$ cat config.mk
export PLATFORM = sky130hd
export DESIGN_NAME = edge_oneshot_multi
export DESIGN_NICKNAME = d
export VERILOG_FILES = /design/src/rtl/edge_oneshot_pkg.sv /design/src/rtl/edge_oneshot_chan.sv /design/src/rtl/edge_oneshot_multi.sv
export SDC_FILE = /design/constraint.sdc
export NUM_CORES = 1
export LEC_CHECK = 0
export ABC_AREA = 1
export ABC_CLOCK_PERIOD_IN_PS = 1200
export CORE_ASPECT_RATIO = 1.4
export CORE_UTILIZATION = 44
export DETAILED_ROUTE_END_ITERATION = 8
export PLACE_DENSITY = 0.67
export SLEW_MARGIN = 5
export SYNTH_ARGS = -nofsm -noshare
export SYNTH_HDL_FRONTEND = slang
export SYNTH_HIERARCHICAL = 1
export SYNTH_SLANG_ARGS = --single-unit
$ cat constraint.sdc
create_clock -name clk -period 1.2 [get_ports clk]
set_input_delay 0.24 -clock clk [delete_from_list [all_inputs] [get_ports clk]]
set_output_delay 0.24 -clock clk [all_outputs]
set_load 0.02 [all_outputs]
$ cat src/rtl/edge_oneshot_pkg.sv
// Shared definitions for the edge_oneshot_multi slice: edge-select encodings and a width helper.
package edge_oneshot_pkg;

  localparam logic [1:0] EDGE_RISE = 2'b00;
  localparam logic [1:0] EDGE_FALL = 2'b01;
  localparam logic [1:0] EDGE_BOTH = 2'b10;
  localparam logic [1:0] EDGE_OFF  = 2'b11;

  // Bits needed to hold the values 0..value-1, never less than one.
  function automatic int clog2(input int value);
    int width;
    width = 1;
    while ((1 << width) < value) width++;
    return width;
  endfunction

endpackage

$ cat src/rtl/edge_oneshot_chan.sv
// One channel of edge_oneshot_multi: synchroniser, debounce filter, edge qualifier and pulse stretcher.
module edge_oneshot_chan
  import edge_oneshot_pkg::*;
#(
  parameter int   SYNC_STAGES = 2,
  parameter int   DB_CYCLES   = 16,
  parameter int   PULSE_LEN   = 1,
  parameter logic INIT_LEVEL  = 1'b0
) (
  input  logic       clk,
  input  logic       rst_n,
  input  logic       din,
  input  logic [1:0] mode,
  output logic       pulse,
  output logic       level,
  output logic       evt
);

  localparam int          CNT_W     = clog2(DB_CYCLES + 1);
  localparam int          PCNT_W    = clog2(PULSE_LEN);
  localparam int unsigned DB_LAST_I = DB_CYCLES - 1;
  localparam int unsigned P_LOAD_I  = PULSE_LEN - 1;
  localparam logic [CNT_W-1:0]  DB_LAST = DB_LAST_I[CNT_W-1:0];
  localparam logic [PCNT_W-1:0] P_LOAD  = P_LOAD_I[PCNT_W-1:0];

  logic [SYNC_STAGES-1:0] sync_q;
  logic                   s;
  logic [CNT_W-1:0]       cnt_q;
  logic [PCNT_W-1:0]      pcnt_q;
  logic                   toggle;

  always_ff @(posedge clk or negedge rst_n) begin
    if (!rst_n) sync_q <= {SYNC_STAGES{INIT_LEVEL}};
    else        sync_q <= {sync_q[SYNC_STAGES-2:0], din};
  end

  assign s      = sync_q[SYNC_STAGES-1];
  assign toggle = (s != level) && (cnt_q == DB_LAST);

  // Any sample that agrees with the accepted level restarts the persistence count.
  always_ff @(posedge clk or negedge rst_n) begin
    if (!rst_n) begin
      cnt_q <= '0;
      level <= INIT_LEVEL;
    end else if (s == level) begin
      cnt_q <= '0;
    end else if (toggle) begin
      level <= s;
      cnt_q <= '0;
    end else begin
      cnt_q <= cnt_q + CNT_W'(1);
    end
  end

  always_comb begin
    evt = 1'b0;
    if (toggle) begin
      case (mode)
        EDGE_RISE: evt = s;
        EDGE_FALL: evt = ~s;
        EDGE_BOTH: evt = 1'b1;
        default:   evt = 1'b0;
      endcase
    end
  end

  // A fresh event reloads the count, so back-to-back events merge into one longer pulse.
  always_ff @(posedge clk or negedge rst_n) begin
    if (!rst_n) begin
      pulse  <= 1'b0;
      pcnt_q <= '0;
    end else if (evt) begin
      pulse  <= 1'b1;
      pcnt_q <= P_LOAD;
    end else if (pcnt_q != '0) begin
      pcnt_q <= pcnt_q - PCNT_W'(1);
    end else begin
      pulse <= 1'b0;
    end
  end

endmodule

$ cat src/rtl/edge_oneshot_multi.sv
// Multi-channel debounced edge-to-pulse converter with registered any_pulse.
// Optional sticky event flags are built only when EDGE_ONESHOT_STICKY_EN is defined.
module edge_oneshot_multi
  import edge_oneshot_pkg::*;
#(
  parameter int   CH          = 4,
  parameter int   SYNC_STAGES = 2,
  parameter int   DB_CYCLES   = 16,
  parameter int   PULSE_LEN   = 1,
  parameter logic INIT_LEVEL  = 1'b0
) (
  input  logic          clk,
  input  logic          rst_n,
  input  logic [CH-1:0] din,
  input  logic [1:0]    mode,
  output logic [CH-1:0] pulse,
  output logic [CH-1:0] level,
  output logic          any_pulse,
  output logic [CH-1:0] sticky,
  input  logic [CH-1:0] clr_sticky
);

  logic [CH-1:0] evt;

  for (genvar i = 0; i < CH; i++) begin : g_chan
    edge_oneshot_chan #(
      .SYNC_STAGES (SYNC_STAGES),
      .DB_CYCLES   (DB_CYCLES),
      .PULSE_LEN   (PULSE_LEN),
      .INIT_LEVEL  (INIT_LEVEL)
    ) u_chan (
      .clk   (clk),
      .rst_n (rst_n),
      .din   (din[i]),
      .mode  (mode),
      .pulse (pulse[i]),
      .level (level[i]),
      .evt   (evt[i])
    );
  end

  always_ff @(posedge clk or negedge rst_n) begin
    if (!rst_n) any_pulse <= 1'b0;
    else        any_pulse <= |pulse;
  end

`ifdef EDGE_ONESHOT_STICKY_EN
  // The set term is OR-ed last so an event wins over a coincident clear.
  always_ff @(posedge clk or negedge rst_n) begin
    if (!rst_n) sticky <= '0;
    else        sticky <= (sticky & ~clr_sticky) | evt;
  end
`else
  logic [2*CH-1:0] unused_sticky_inputs;
  assign unused_sticky_inputs = {clr_sticky, evt};
  assign sticky = '0;
`endif

endmodule

## Word-level counts from Yosys, hierarchy flattened

Index checks and enable logic that the tools add are counted.

| word-level totals | value |
|---|---|
| register bits | 41 |
| input bits | 12 |
| output and inout bits | 13 |
| word-level logic and storage cells | 97 |

| cells by class | value |
|---|---|
| add/subtract/negate cells | 8 |
| equal/unequal tests | 18 |
| multiplexer cells | 32 |
| bitwise operators | 8 |
| reductions and logical operators | 10 |

Operators with widths:

| kind | count |
|---|---|
| $mux W5 | 8 |
| $add A5 B1 Y5 const B | 4 |
| $eq A5 B4 Y1 const B | 4 |
| $mux W1 | 20 |
| $pmux W1 S3 | 4 |
| $ne A2 B1 Y1 const B | 4 |
| $not A1 Y1 | 8 |
| $reduce_and A2 Y1 | 4 |
| $eq A1 B1 Y1 | 4 |
| $logic_and A1 B1 Y1 | 4 |
| $ne A1 B1 Y1 | 4 |
| $reduce_or A4 Y1 | 1 |
| $sub A1 B1 Y1 const B | 4 |
| $eq A2 B1 Y1 const B | 1 |
| $eq A2 B2 Y1 const B | 1 |
| $logic_not A2 Y1 | 1 |

## Longest topological paths before layout

Gate-level depths: netlist (run 1).

| logic depth | value |
|---|---|
| depth in word-level cells | 4 |
| depth in mapped cells | 6 |
| mapped depth without buffers | 6 |

## Cells and area by module

The synthesis (run 1) kept the hierarchy.

Modules (own cells, without submodules):

| module | instances | cells each | area each (um^2) | sequential area each (um^2) |
|---|---|---|---|---|
| edge_oneshot_chan | 4 | 47 | 404.1 | 225.2 |
| edge_oneshot_multi | 1 | 9 | 70.1 | 25.0 |

## Least setup slack after synthesis (run 1)

Ideal clock, no wire load.

| timing path | value |
|---|---|
| kind | reg2reg |
| start | register g_chan[0].u_chan.cnt_q[0] |
| end | register g_chan[0].u_chan.level |
| library setup time | 117 ps |
| arrival | 906 ps |
| required time | 1083 ps |
| setup slack | 177 ps |
| cell stages (with the launch flop) | 7 |
| buffers on the path | 0 |
| clock period less this slack | 1023 ps |
| cell sequence | dfrtp_1 ha_1 nand3_1 nor2_2 nand2_2 nand2_1 nand2_1 |

| on the way | value |
|---|---|
| longest elaborated chain between the ends | 3 |

Ends and longest elaborated chain:

| element | RTL line | RTL |
|---|---|---|
| start: declaration | edge_oneshot_chan.sv:28 | `logic [CNT_W-1:0] cnt_q;` |
| start signal: assignment | edge_oneshot_chan.sv:51 | `cnt_q <= cnt_q + CNT_W'(1);` |
| $eq A5 B4 Y1 | edge_oneshot_chan.sv:38 | `assign toggle = (s != level) && (cnt_q == DB_LAST);` |
| $logic_and A1 B1 Y1 | edge_oneshot_chan.sv:38 |  |
| $reduce_and A2 Y1 (no source line) | n/a |  |
| end signal: assignment | edge_oneshot_chan.sv:48 | `level <= s;` |
| end: declaration | edge_oneshot_chan.sv:15 | `output logic level,` |

Every way passes these cells.
A chain may end at the register's enable or synchronous reset.

## Worst setup path after layout (run 1)

| timing path | value |
|---|---|
| start | register g_chan[2].u_chan.pulse |
| end | output pulse[2] |

RTL lines:

| element | RTL line | RTL |
|---|---|---|
| start: declaration | edge_oneshot_chan.sv:14 | `output logic pulse,` |
| start signal: assignment | edge_oneshot_chan.sv:70 | `pulse <= 1'b0;` |
| start signal: assignment | edge_oneshot_chan.sv:73 | `pulse <= 1'b1;` |
| start signal: assignment | edge_oneshot_chan.sv:78 | `pulse <= 1'b0;` |
| end: declaration | edge_oneshot_multi.sv:16 | `output logic [CH-1:0] pulse,` |

No word-level cell between the ends.

==> results of run 1 <==
-- timing repair --
item | in CTS | in global routing
setup endpoints to repair | 9 | 9
pin swaps | 0 | 6
hold buffers | 1 | 0
resized for setup | 27 | 14
hold endpoints to repair | 37 | 0
setup buffers | 0 | 1
-- registers in the layout (all words and copies together) (netlist names) --
register              count
g_chan.u_chan/sync_q      8
any_pulse                 1
g_chan.u_chan/pulse       4
g_chan.u_chan/cnt_q      20
g_chan.u_chan/level       4
-- power groups by stage --
stage | Clock (mW) | Combinational, mW | Sequential (mW)
after floorplan | 0 | 0.114 | 1.35
after global placement | 0 | 0.192 | 1.35
after detailed placement | 0 | 0.196 | 1.36
after CTS | 0.873 | 0.199 | 1.33
after global routing | 0.915 | 0.237 | 1.34
final | 0.832 | 0.202 | 1.34
-- routing by layer --
layer	global-route usage, %	vias up	routed length (um)
met4	7.69	0	60
li1	-	660	-
met2	26.3	22	1310
met1	19.2	583	1280
met3	6.06	6	113
met5	0	-	0
-- final cells by class --
cell class	count	area, um2	area share [%]
timing repair buffer	26	219	10.6
tap	42	52.6	2.55
inverter	24	90.1	4.37
clock buffer	8	80.1	3.89
sequential	37	926	45.0
multi-input combinational	135	692	33.6
-- cells by family after synthesis --
family | count (synthesis) | share of synthesized area [%]
xor+xnor | 4 | 2.08
fa+ha+maj | 4 | 2.97
buf+inv | 28 | 7.12
flops | 37 | 54.9
other cells | 1 | 0.222
simple gates | 123 | 32.7
-- synth_stat cells (all sizes together) --
cell type  count
inv           24
ha             4
nand2         57
conb           1
nor3           4
xor2           4
buf            4
nor2          38
nand3         20
nand4          4
dfrtp         37
-- through the flow --
stage	TNS (ps)	util [%]	hold slack, ps	area (um2)
3_5_place_dp	-69.5	53.5	219	1950
6_report	0	56.5	348	2060
2_1_floorplan	0	-	-55.6	1700
4_1_cts	0	56.0	352	2040
5_1_grt	-12.3	56.5	373	2060
3_3_place_gp	-44.1	53.5	218	1950
-- final timing paths --
path                                                 start                    endpoint  slack (ps)  cells past startpoint
worst max-delay path                g_chan[2].u_chan/pulse                    pulse[2]          30                      1
worst min-delay path            g_chan[2].u_chan/sync_q[0]  g_chan[2].u_chan/sync_q[1]         350                      0
worst max register to register   g_chan[3].u_chan/cnt_q[1]      g_chan[3].u_chan/level          80                      6
worst min register to register  g_chan[2].u_chan/sync_q[0]  g_chan[2].u_chan/sync_q[1]         350                      0
max in group asynchronous                            rst_n   g_chan[2].u_chan/cnt_q[1]         570                      3
min in group asynchronous                            rst_n   g_chan[0].u_chan/cnt_q[2]         440                      3
==> results.txt, run 1 <==
outcome: complete, no violations
fraction of post-synthesis cell area in the top cell type by area: 54.9%
number of register bits inferred by synthesis: 37
most common library cell in the layout ignoring fill and taps: sky130_fd_sc_hd__nand2_1
number of global-route vias before repair: 1137
worst ir drop on vdd: 1020 uV
static leakage: 1.06 nW
clock slew seen by the registers of the worst setup and hold paths: 70 ps
count of non-filler cells in the finished layout: 272
critical path data arrival time: 930 ps
number of inserted filler cells in the final layout: 335
count of standard-cell rows: 26
final setup vio count: 0
synthesized area per cell: 8.56 um2
count of buffering cells on the critical path with inverters included: 1
max-cap viol count: 0
antenna viol nets, final: 0
sequential element share of the synthesized area: 54.9%
number of levels the H-tree was split into: 2
overall die area: 4090 um2
maximum buffer depth of the clock tree: 2
power density of the placed cells: 1150 nW/um2
clock share of power: 35.1%
switching power summed over all nets: 578 uW
number of pins with negative max-slew slack in the final report: 0
startpoint-to-endpoint class of the critical path: reg -> out
DRC violation count after routing: 0
Cell Int Power: 1.79 mW
number of buffers inserted during clock tree synthesis: 5
top post-synthesis cells by area: sky130_fd_sc_hd__dfrtp_1, sky130_fd_sc_hd__nand2_1, sky130_fd_sc_hd__nand3_1, sky130_fd_sc_hd__nor2_1, sky130_fd_sc_hd__inv_1
Area Overhead vs Synth: 22.1%
Synth Cell Area: 1690 um2
relative contribution of combinational cells to total power: 8.5%
number of unique standard cell types used by synthesis: 14
ANT cells: 0
ordered list of cells on the worst path: clkdlybuf4s15_2
starting density of the core: 46.3%
clock tree from TritonCTS: yes
# placed instances: 262
width of the die: 54.3 um
global-route wire length before repair: 4710 um
number of DRC violations after detailed-routing iteration 0: 9
per-cell routed wire length: 10.1 um
cell with the largest stage delay on the worst path: sky130_fd_sc_hd__dfrtp_1
total number of vias: 1271
Post-Place Setup Slack: -24.3 ps
final critical path time including I/O delays and setup: 1170 ps
category of cells accounting for the largest share of critical-path delay: flip-flops
total global routing overflow: 0
clk_skew: 2.51 ps
kind of start point of the critical path: flop
clk_lat worst skew: 290 ps
number of port buffers: 16
Yosys warning count: 6
core area: 3640 um2
share of the clock period used by the worst path after layout: 97.8%
peak per-stage delay on the critical path: 390 ps
critical path required time: 960 ps
critical path fanouts, max: 2
share of post-route cells with drive strength above 1: 23.5%
routability congestion estimate: 0.819
die span in y: 75.3 um
Clock Sinks: 37
buffer type at the clock tree root: sky130_fd_sc_hd__clkbuf_8
sw frac: 24.4%
Final Hold Fails: 0
largest area contributor in the synthesized netlist: sky130_fd_sc_hd__dfrtp_1
total routed wirelength: 2760 um
maximum number of pins on one net before global-route repair: 38
final total power: 2.37 mW
via density per instance: 4.67
setup slack of the critical path after layout: 26.7 ps
leading cell types in the layout, fill and taps excluded: sky130_fd_sc_hd__nand2_1, sky130_fd_sc_hd__dfrtp_1, sky130_fd_sc_hd__nor2_1
initial antenna violation count: 0
critical path endpoint category: primary output
# nets final: 245
IO Count: 25
path type of the worst min-delay path: reg -> reg
Max Clk Rate: 0.852 GHz
cell count after synthesis: 197
first-pass detailed-route iteration total: 4
post-detailed-placement half-perimeter wirelength: 1970 um
GRT Total Usage: 16.5%
Seq pwr share: 56.4%
Power figures use the tool's default switching activity.
==> inputs of run 2 (changes only) <==
PLACE_DENSITY = 0.72   (was 0.67)
==> run 2 against run 1 <==
Register-to-register slack lost 20 ps. First-iteration DRC count grew 67%. Critical endpoint is now level[3]. Highest routed layer unchanged. Non-clock buffer count grew 2. Clock power grew 4.8%. Final area shrank 0.30%. Setup slack gained 13 ps. Global-route usage grew 0.82 points.
==> results.txt, run 2 (synthesis results as in run 1) <==
outcome: complete, no violations
worst ir drop on vdd: 810 uV (-20%)
count of standard-cell rows: 26 (unchanged)
category of cells accounting for the largest share of critical-path delay: flip-flops
DRC violation count after routing: 0 (unchanged)
cell with the largest stage delay on the worst path: sky130_fd_sc_hd__dfrtp_1
Max Clk Rate: 0.862 GHz (+1.2%)
width of the die: 54.3 um (unchanged)
buffer type at the clock tree root: sky130_fd_sc_hd__clkbuf_8
clk_skew: 3.20 ps (+0.690 ps)
worst hold margin: 353 ps (+4.60 ps)
most common library cell in the layout ignoring fill and taps: sky130_fd_sc_hd__nand2_1
critical path data arrival time: 920 ps (about the same)
total number of vias: 1299 (+2.2%)
number of pins with negative max-slew slack in the final report: 0 (unchanged)
per-cell routed wire length: 10.4 um (+2.8%)
number of global-route vias before repair: 1181 (+3.9%)
overall die area: 4090 um2 (unchanged)
Clock Sinks: 37 (unchanged)
peak per-stage delay on the critical path: 380 ps (about the same)
critical path required time: 960 ps (about the same)
static leakage: 1.07 nW (+1.6%)
post-route cell area: 2050 um2 (-0.30%)
setup slack of the critical path after layout: 40.2 ps (+13.5 ps)
Biggest register: g_chan.u_chan/cnt_q
share of post-route cells with drive strength above 1: 24.2% (+0.76 points)
routability congestion estimate: 0.794 (-3.0%)
number of buffers inserted during clock tree synthesis: 5 (unchanged)
first-pass detailed-route iteration total: 4 (unchanged)
global-route wire length before repair: 4760 um (+1.2%)
maximum buffer depth of the clock tree: 2 (unchanged)
final setup vio count: 0 (unchanged)
final total power: 2.42 mW (+2.1%)
number of flip-flops in the largest register: 20 (unchanged)
number of DRC violations after detailed-routing iteration 0: 15 (+6)
Area Overhead vs Synth: 21.7%
via density per instance: 4.76 (+1.8%)
Final Hold Fails: 0 (unchanged)
Post-Place Setup Slack: -23.6 ps (+0.721 ps)
antenna viol nets, final: 0 (unchanged)
share of the clock period used by the worst path after layout: 96.6% (-1.1 points)
clk_lat worst skew: 290 ps (about the same)
initial antenna violation count: 0 (unchanged)
starting density of the core: 46.3% (unchanged)
number of levels the H-tree was split into: 2 (unchanged)
count of buffering cells on the critical path with inverters included: 1 (unchanged)
IO Count: 25 (unchanged)
max-cap viol count: 0 (unchanged)
setup repair after global routing missed its margin: yes
# nets final: 247 (+0.82%)
startpoint-to-endpoint class of the critical path: reg -> out
total routed wirelength: 2850 um (+3.2%)
placed cell area: 1950 um2 (unchanged)
path type of the worst min-delay path: reg -> reg
core area: 3640 um2 (unchanged)
clock tree from TritonCTS: yes
leading cell types in the layout, fill and taps excluded: sky130_fd_sc_hd__nand2_1, sky130_fd_sc_hd__dfrtp_1, sky130_fd_sc_hd__nor2_1
critical path endpoint category: primary output
kind of start point of the critical path: flop
power density of the placed cells: 1180 nW/um2 (+2.4%)
ordered list of cells on the worst path: clkdlybuf4s15_2
critical path fanouts, max: 2 (unchanged)
die span in y: 75.3 um (unchanged)
# placed instances: 262 (unchanged)
final critical path time including I/O delays and setup: 1160 ps (-13.5 ps)
number of port buffers: 16 (unchanged)
count of non-filler cells in the finished layout: 273 (+0.37%)
maximum number of pins on one net before global-route repair: 38 (unchanged)
ANT cells: 0 (unchanged)
total global routing overflow: 0 (unchanged)
registers with the most flip-flops: g_chan.u_chan/cnt_q: 20 flops, g_chan.u_chan/sync_q: 8 flops
clock slew seen by the registers of the worst setup and hold paths: 70 ps (about the same)
post-detailed-placement half-perimeter wirelength: 1990 um (+0.98%)
GRT Total Usage: 17.3% (+0.82 points)
-- run 2: changes by cell type in the layout (fill, tap and decap cells not counted) --
cell | previous run | this run
sky130_fd_sc_hd__nor2_1 | 25 | 26
sky130_fd_sc_hd__nor2_2 | 11 | 12
sky130_fd_sc_hd__clkbuf_8 | 5 | 6
sky130_fd_sc_hd__clkdlybuf4s15_2 | 3 | 1
sky130_fd_sc_hd__clkbuf_1 | 3 | 1
sky130_fd_sc_hd__buf_2 | 6 | 8
sky130_fd_sc_hd__nor2_4 | 2 | 0
sky130_fd_sc_hd__ha_2 | 1 | 2
sky130_fd_sc_hd__nand3_2 | 2 | 1
sky130_fd_sc_hd__nand3_1 | 18 | 19
sky130_fd_sc_hd__ha_1 | 2 | 1
sky130_fd_sc_hd__buf_4 | 8 | 10
-- run 2: metrics by stage --
stage                     setup TNS, ps  util (%)
after floorplan                       0         -
after global placement            -6.57      53.5
after detailed placement          -54.3      53.5
after CTS                             0      56.4
after global routing              -50.5      56.4
final                                 0      56.4
-- run 2: final cells by class --
cell class	count	area (um2)
Sequential cell	37	926
Tap cell	42	52.6
Multi-Input combinational cell	135	677
Timing Repair Buffer	28	221
Fill cell	350	1590
Clock buffer	7	86.3
Inverter	24	90.1
-- run 2: path summary, 6_finish.rpt --
check                           cells past startpoint                         end  slack (ps)                  startpoint
worst max-delay path                                1                    level[3]          40      g_chan[3].u_chan/level
worst min-delay path                                0  g_chan[2].u_chan/sync_q[1]         350  g_chan[2].u_chan/sync_q[0]
worst max register to register                      6      g_chan[1].u_chan/level          60   g_chan[1].u_chan/cnt_q[0]
worst min register to register                      0  g_chan[2].u_chan/sync_q[1]         350  g_chan[2].u_chan/sync_q[0]
max in group asynchronous                           3  g_chan[3].u_chan/sync_q[1]         570                       rst_n
min in group asynchronous                           3   g_chan[0].u_chan/cnt_q[3]         450                       rst_n
-- run 2: timing repair --
action | in CTS | in global routing
setup endpoints to repair | 9 | 15
pin swaps | 0 | 8
hold buffers | 1 | 0
setup buffers | 0 | 3
gates resized for setup | 26 | 14
hold endpoints to repair | 37 | 0
-- run 2: report_power, final --
group          total [mW]  internal, mW  switching, mW
Clock               0.872         0.455          0.416
Sequential           1.34          1.29         0.0457
Combinational       0.209        0.0919          0.117
-- run 2: per-layer routing --
metal,wire (um),global-route usage [%],up-vias
li1,-,-,668
met1,1210,17.5,603
met2,1430,27.8,23
met3,129,7.27,5
met4,78,12.3,0
met5,0,0,-
==> RTL change 1: new RTL, flow settings as in run 1 <==
The parameter `CH` goes from 4 to 8.
--- a/src/rtl/edge_oneshot_multi.sv
+++ b/src/rtl/edge_oneshot_multi.sv
@@ -4,5 +4,5 @@
   import edge_oneshot_pkg::*;
 #(
-  parameter int   CH          = 4,
+  parameter int   CH          = 8,
   parameter int   SYNC_STAGES = 2,
   parameter int   DB_CYCLES   = 16,
Ports: changed (5 resized); port bits go from 25 to 45. No check against the original RTL was run, so the function may have changed too.
==> RTL change 1 against run 1 <==
  * Sequential cell count rose by 36
  * Area after synthesis rose by 100%
  * Count of clock-buffer cells in the layout rose by 5
  * Power rose by 100%
  * Largest power group unchanged
  * Largest cell class unchanged
  * Hold slack got worse by 0.012 ns
  * Highest routed layer unchanged
  * First-iteration DRC count rose to 10 times the old value
  * Critical path type unchanged
  * Setup slack improved by 0.0028 ns
  * Final area rose by 110%
  * Utilization rose by 0.64 points
  * Wire length rose by 130%
==> RTL change 1: results (changes against run 1) <==
Global-route wire length before repair = 10.7 mm (+130%)
Placed insts = 543 (+110%)
Met3 usage = 4.85% (-1.2 points)
Pin count of the biggest net entering global routing = 74 (+95%)
Most frequent cells after synthesis = nand2_1, dfrtp_1, nor2_1, inv_1, nand3_1
Status = complete, no violations
NumNets Final = 497 (+100%)
Clock Latency Late Sink = 0.34 ns (+0.05 ns)
CP max FO = 1 (-1)
Synth area leaders = dfrtp_1, nand2_1, nand3_1
Peak per-stage delay on the critical path = 0.36 ns (-0.03 ns)
Pre-CTS WS = -0.108 ns (-0.0839 ns)
Leak = 2.19 nW (+110%)
Routability cong. = 0.800 (-2.3%)
Vias/cell = 4.63 (-0.96%)
GR Layer Usage met2 = 30.8% (+4.6 points)
Worst hold margin = 0.336 ns (-0.0123 ns)
Max Freq = 0.854 GHz (+0.24%)
TritonRoute pass-1 iters = 5 (+1)
H-tree level count = 3 (+1)
Worst r2r dst = g_chan[1].u_chan/level
Met3 Wirelength = 237 um (+110%)
GR Util met1 = 18.4% (-0.86 points)
Detail Placement HPWL = 4.43 mm (+120%)
Worst Hold Path EP = g_chan[2].u_chan/sync_q[0]
DRT met1 WL = 2.51 mm (+97%)
CTS Buf Count = 9 (+4)
Synthesized-area fraction occupied by xor and xnor cells = 2.07% (-0.0031 points)
Largest regs = g_chan.u_chan/cnt_q (40), g_chan.u_chan/sync_q (16)
Gr usage total = 17.0% (+0.54 points)
Routed wire length = 6.21 mm (+130%)
Post-synthesis cell count = 401 (+100%)
1st-iter DRT viols = 94 (+85)
Hold_sp = din[2]
Max-Cap Viols = 0 (unchanged)
Worst reg2reg startpoint = g_chan[1].u_chan/cnt_q[0]
Worst vdd ir = 0.688 mV (-32%)
Layout fillers = 660 (+97%)
[RTL change 1: changes by cell type after synthesis, sizes merged, moves of 20 or more]
cell / delta
nand2: +60
dfrtp: +36
nor2: +36
inv: +32
nand3: +20
[RTL change 1: area by class of cell]
| type | instances | area [um^2] | area share [%] |
|---|---|---|---|
| Clock buffer | 13 | 169 | 3.99 |
| Clock inverter | 2 | 12.5 | 0.296 |
| Inverter | 56 | 210 | 4.96 |
| Multi-Input combinational cell | 271 | 1450 | 34.1 |
| Sequential cell | 73 | 1830 | 43.1 |
| Tap cell | 97 | 121 | 2.87 |
| Timing Repair Buffer | 58 | 449 | 10.6 |
[RTL change 1: power breakdown]
part           leakage [nW]  internal (W)  switching [W]
Combinational          1.14      0.000189       0.000241
Sequential            0.962       0.00255      0.0000923
Clock                0.0915      0.000906       0.000825
[RTL change 1: repair_timing]
action	CTS	global route
pin swaps	0	24
setup buffers	0	11
hold buffers	1	0
setup endpoints to repair	17	18
resized for setup	67	35
endpoints found under the hold margin	73	0
==> RTL change 2: new RTL, flow settings as in run 1 <==
Without the edit above. Put a register stage on the output `level`, cleared by the reset. The value now appears one clock later. The other outputs are not delayed to match.
--- a/src/rtl/edge_oneshot_multi.sv
+++ b/src/rtl/edge_oneshot_multi.sv
@@ -21,4 +21,6 @@
 );
 
+  logic [CH-1:0] level_d;
+
   logic [CH-1:0] evt;
 
@@ -35,5 +37,5 @@
       .mode  (mode),
       .pulse (pulse[i]),
-      .level (level[i]),
+      .level (level_d[i]),
       .evt   (evt[i])
     );
@@ -57,4 +59,12 @@
 `endif
 
+  always_ff @(posedge clk or negedge rst_n) begin
+    if (!rst_n) begin
+      level <= '0;
+    end else begin
+      level <= level_d;
+    end
+  end
+
 endmodule
 
Formal check against the unedited RTL: same outputs for any inputs over 10 cycles, from zero or initial values and one cycle with rst_n low; that may be too few to reach the edited logic, so the function may still have changed.
==> RTL change 2 against run 1 <==
  * Setup slack improved by 0.0033 ns
  * Sequential cell count rose by 4
  * Count of clock-buffer cells in the layout fell by 1
  * Area after synthesis rose by 5.9%
  * Sequential power rose by 9.7%
  * Wire length rose by 1.7%
  * Final area rose by 4.7%
  * Power rose by 18%
  * Critical endpoint is now pulse[0]
==> RTL change 2: results (changes against run 1) <==
Status = complete, no violations
Netlist cell types = 14 (unchanged)
Clock skew = 0.00321 ns (+0.000699 ns)
Vias/cell = 4.63 (-0.94%)
Vias in the first global route = 1176 (+3.4%)
Max-Cap Viols = 0 (unchanged)
Detail Placement HPWL = 2.01 mm (+1.6%)
Layout fillers = 351 (+4.8%)
Root buf cell = clkbuf_8
1st-iter DRT viols = 31 (+22)
Synth area leaders = dfrtp_1, nand2_1, nand3_1
Pin count of the biggest net entering global routing = 42 (+11%)
Warnings from Yosys = 6 (unchanged)
TritonRoute pass-1 iters = 4 (unchanged)
Peak per-stage delay on the critical path = 0.39 ns (about the same)
Area after DPL = 0.00203 mm^2 (+4.0%)
NumNets Final = 247 (+0.82%)
Worst-path clk slew = 0.07 ns (about the same)
Share of layout cells above drive strength 1 = 21.6% (-1.9 points)
Worst vdd ir = 0.948 mV (-6.7%)
I/O Buffers = 16 (unchanged)
Global-route wire length before repair = 5.10 mm (+8.4%)
Gr usage total = 15.5% (-0.99 points)
Per-cell routed wire length = 10.2 um (+0.59%)
Register area share after synthesis = 57.4% (+2.5 points)
Ys async rst share = 100% (unchanged)
Leak = 1.12 nW (+5.7%)
Clock Latency Late Sink = 0.29 ns (about the same)
H-tree level count = 2 (unchanged)
Largest delay share family, worst path = flip-flops
Slowest CP cell = dfrtp_1
Routability cong. = 0.778 (-5.0%)
Most frequent cells after synthesis = nand2_1, dfrtp_1, nor2_1, inv_1, nand3_1
## RTL change 2: timing repair
item / 4_1_cts / 5_1_grt
resized for setup: 21 / 9
pin swaps: 0 / 1
hold buffers: 1 / 0
endpoints found under the setup margin: 9 / 9
setup buffers: 0 / 2
endpoints found under the hold margin: 41 / 0
## RTL change 2: through the flow
step | setup TNS (ns) | cells | setup WS [ns]
global route | 0 | 275 | 0.00139
detailed placement | -0.0261 | 264 | -0.0137
floorplan | 0 | 204 | 0.181
finish | 0 | 275 | 0.0300
global placement | -0.0136 | 264 | -0.00503
CTS | 0 | 273 | 0.000216
## RTL change 2: report_power, final
group	internal (W)	total, W	switching [W]
sequential	0.00143	0.00147	0.0000392
combinational	0.0000892	0.000207	0.000117
clock	0.000678	0.00112	0.000446
## RTL change 2: cell type report
class                      count  area (um^2)  share of cell area, %
sequential                    41         1030                   47.6
timing repair buffer          24          208                   9.63
inverter                      24         90.1                   4.18
multi-input combinational    135          662                   30.7
clock inverter                 1         30.0                   1.39
tap                           43         53.8                   2.50
clock buffer                   7         86.3                   4.00
## RTL change 2: cell families (layout without fill, tap and decap cells)
logic type	Yosys count	in the layout	share of synthesized area, %
xor gates and xnor gates	4	4	1.96
other	1	4	0.210
buffers and inverters	28	56	6.72
and+or+nand+nor	123	123	30.9
DFF	41	41	57.4
adders and majority gates	4	4	2.80
## RTL change 2: path summary, 6_finish.rpt
| kind | from | endpoint | slack [ns] | depth (start not counted) |
|---|---|---|---|---|
| hold reg to reg | g_chan[2].u_chan/sync_q[0] | g_chan[2].u_chan/sync_q[1] | 0.35 | 0 |
| min in group asynchronous | rst_n | g_chan[3].u_chan/cnt_q[3] | 0.44 | 3 |
| max in group asynchronous | rst_n | g_chan[2].u_chan/cnt_q[1] | 0.57 | 3 |
| hold / removal | g_chan[2].u_chan/sync_q[0] | g_chan[2].u_chan/sync_q[1] | 0.35 | 0 |
| setup reg to reg | g_chan[2].u_chan/cnt_q[0] | g_chan[2].u_chan/cnt_q[3] | 0.07 | 6 |
| setup / recovery | g_chan[0].u_chan/pulse | pulse[0] | 0.03 | 1 |
## RTL change 2: routing by layer
metal	track usage (%)	wire, um	part of all wire [%]
met3	4.50	97	3.5
met1	19.1	1200	43
met5	0	0	0
met4	8.05	66	2.4
met2	24.6	1440	51
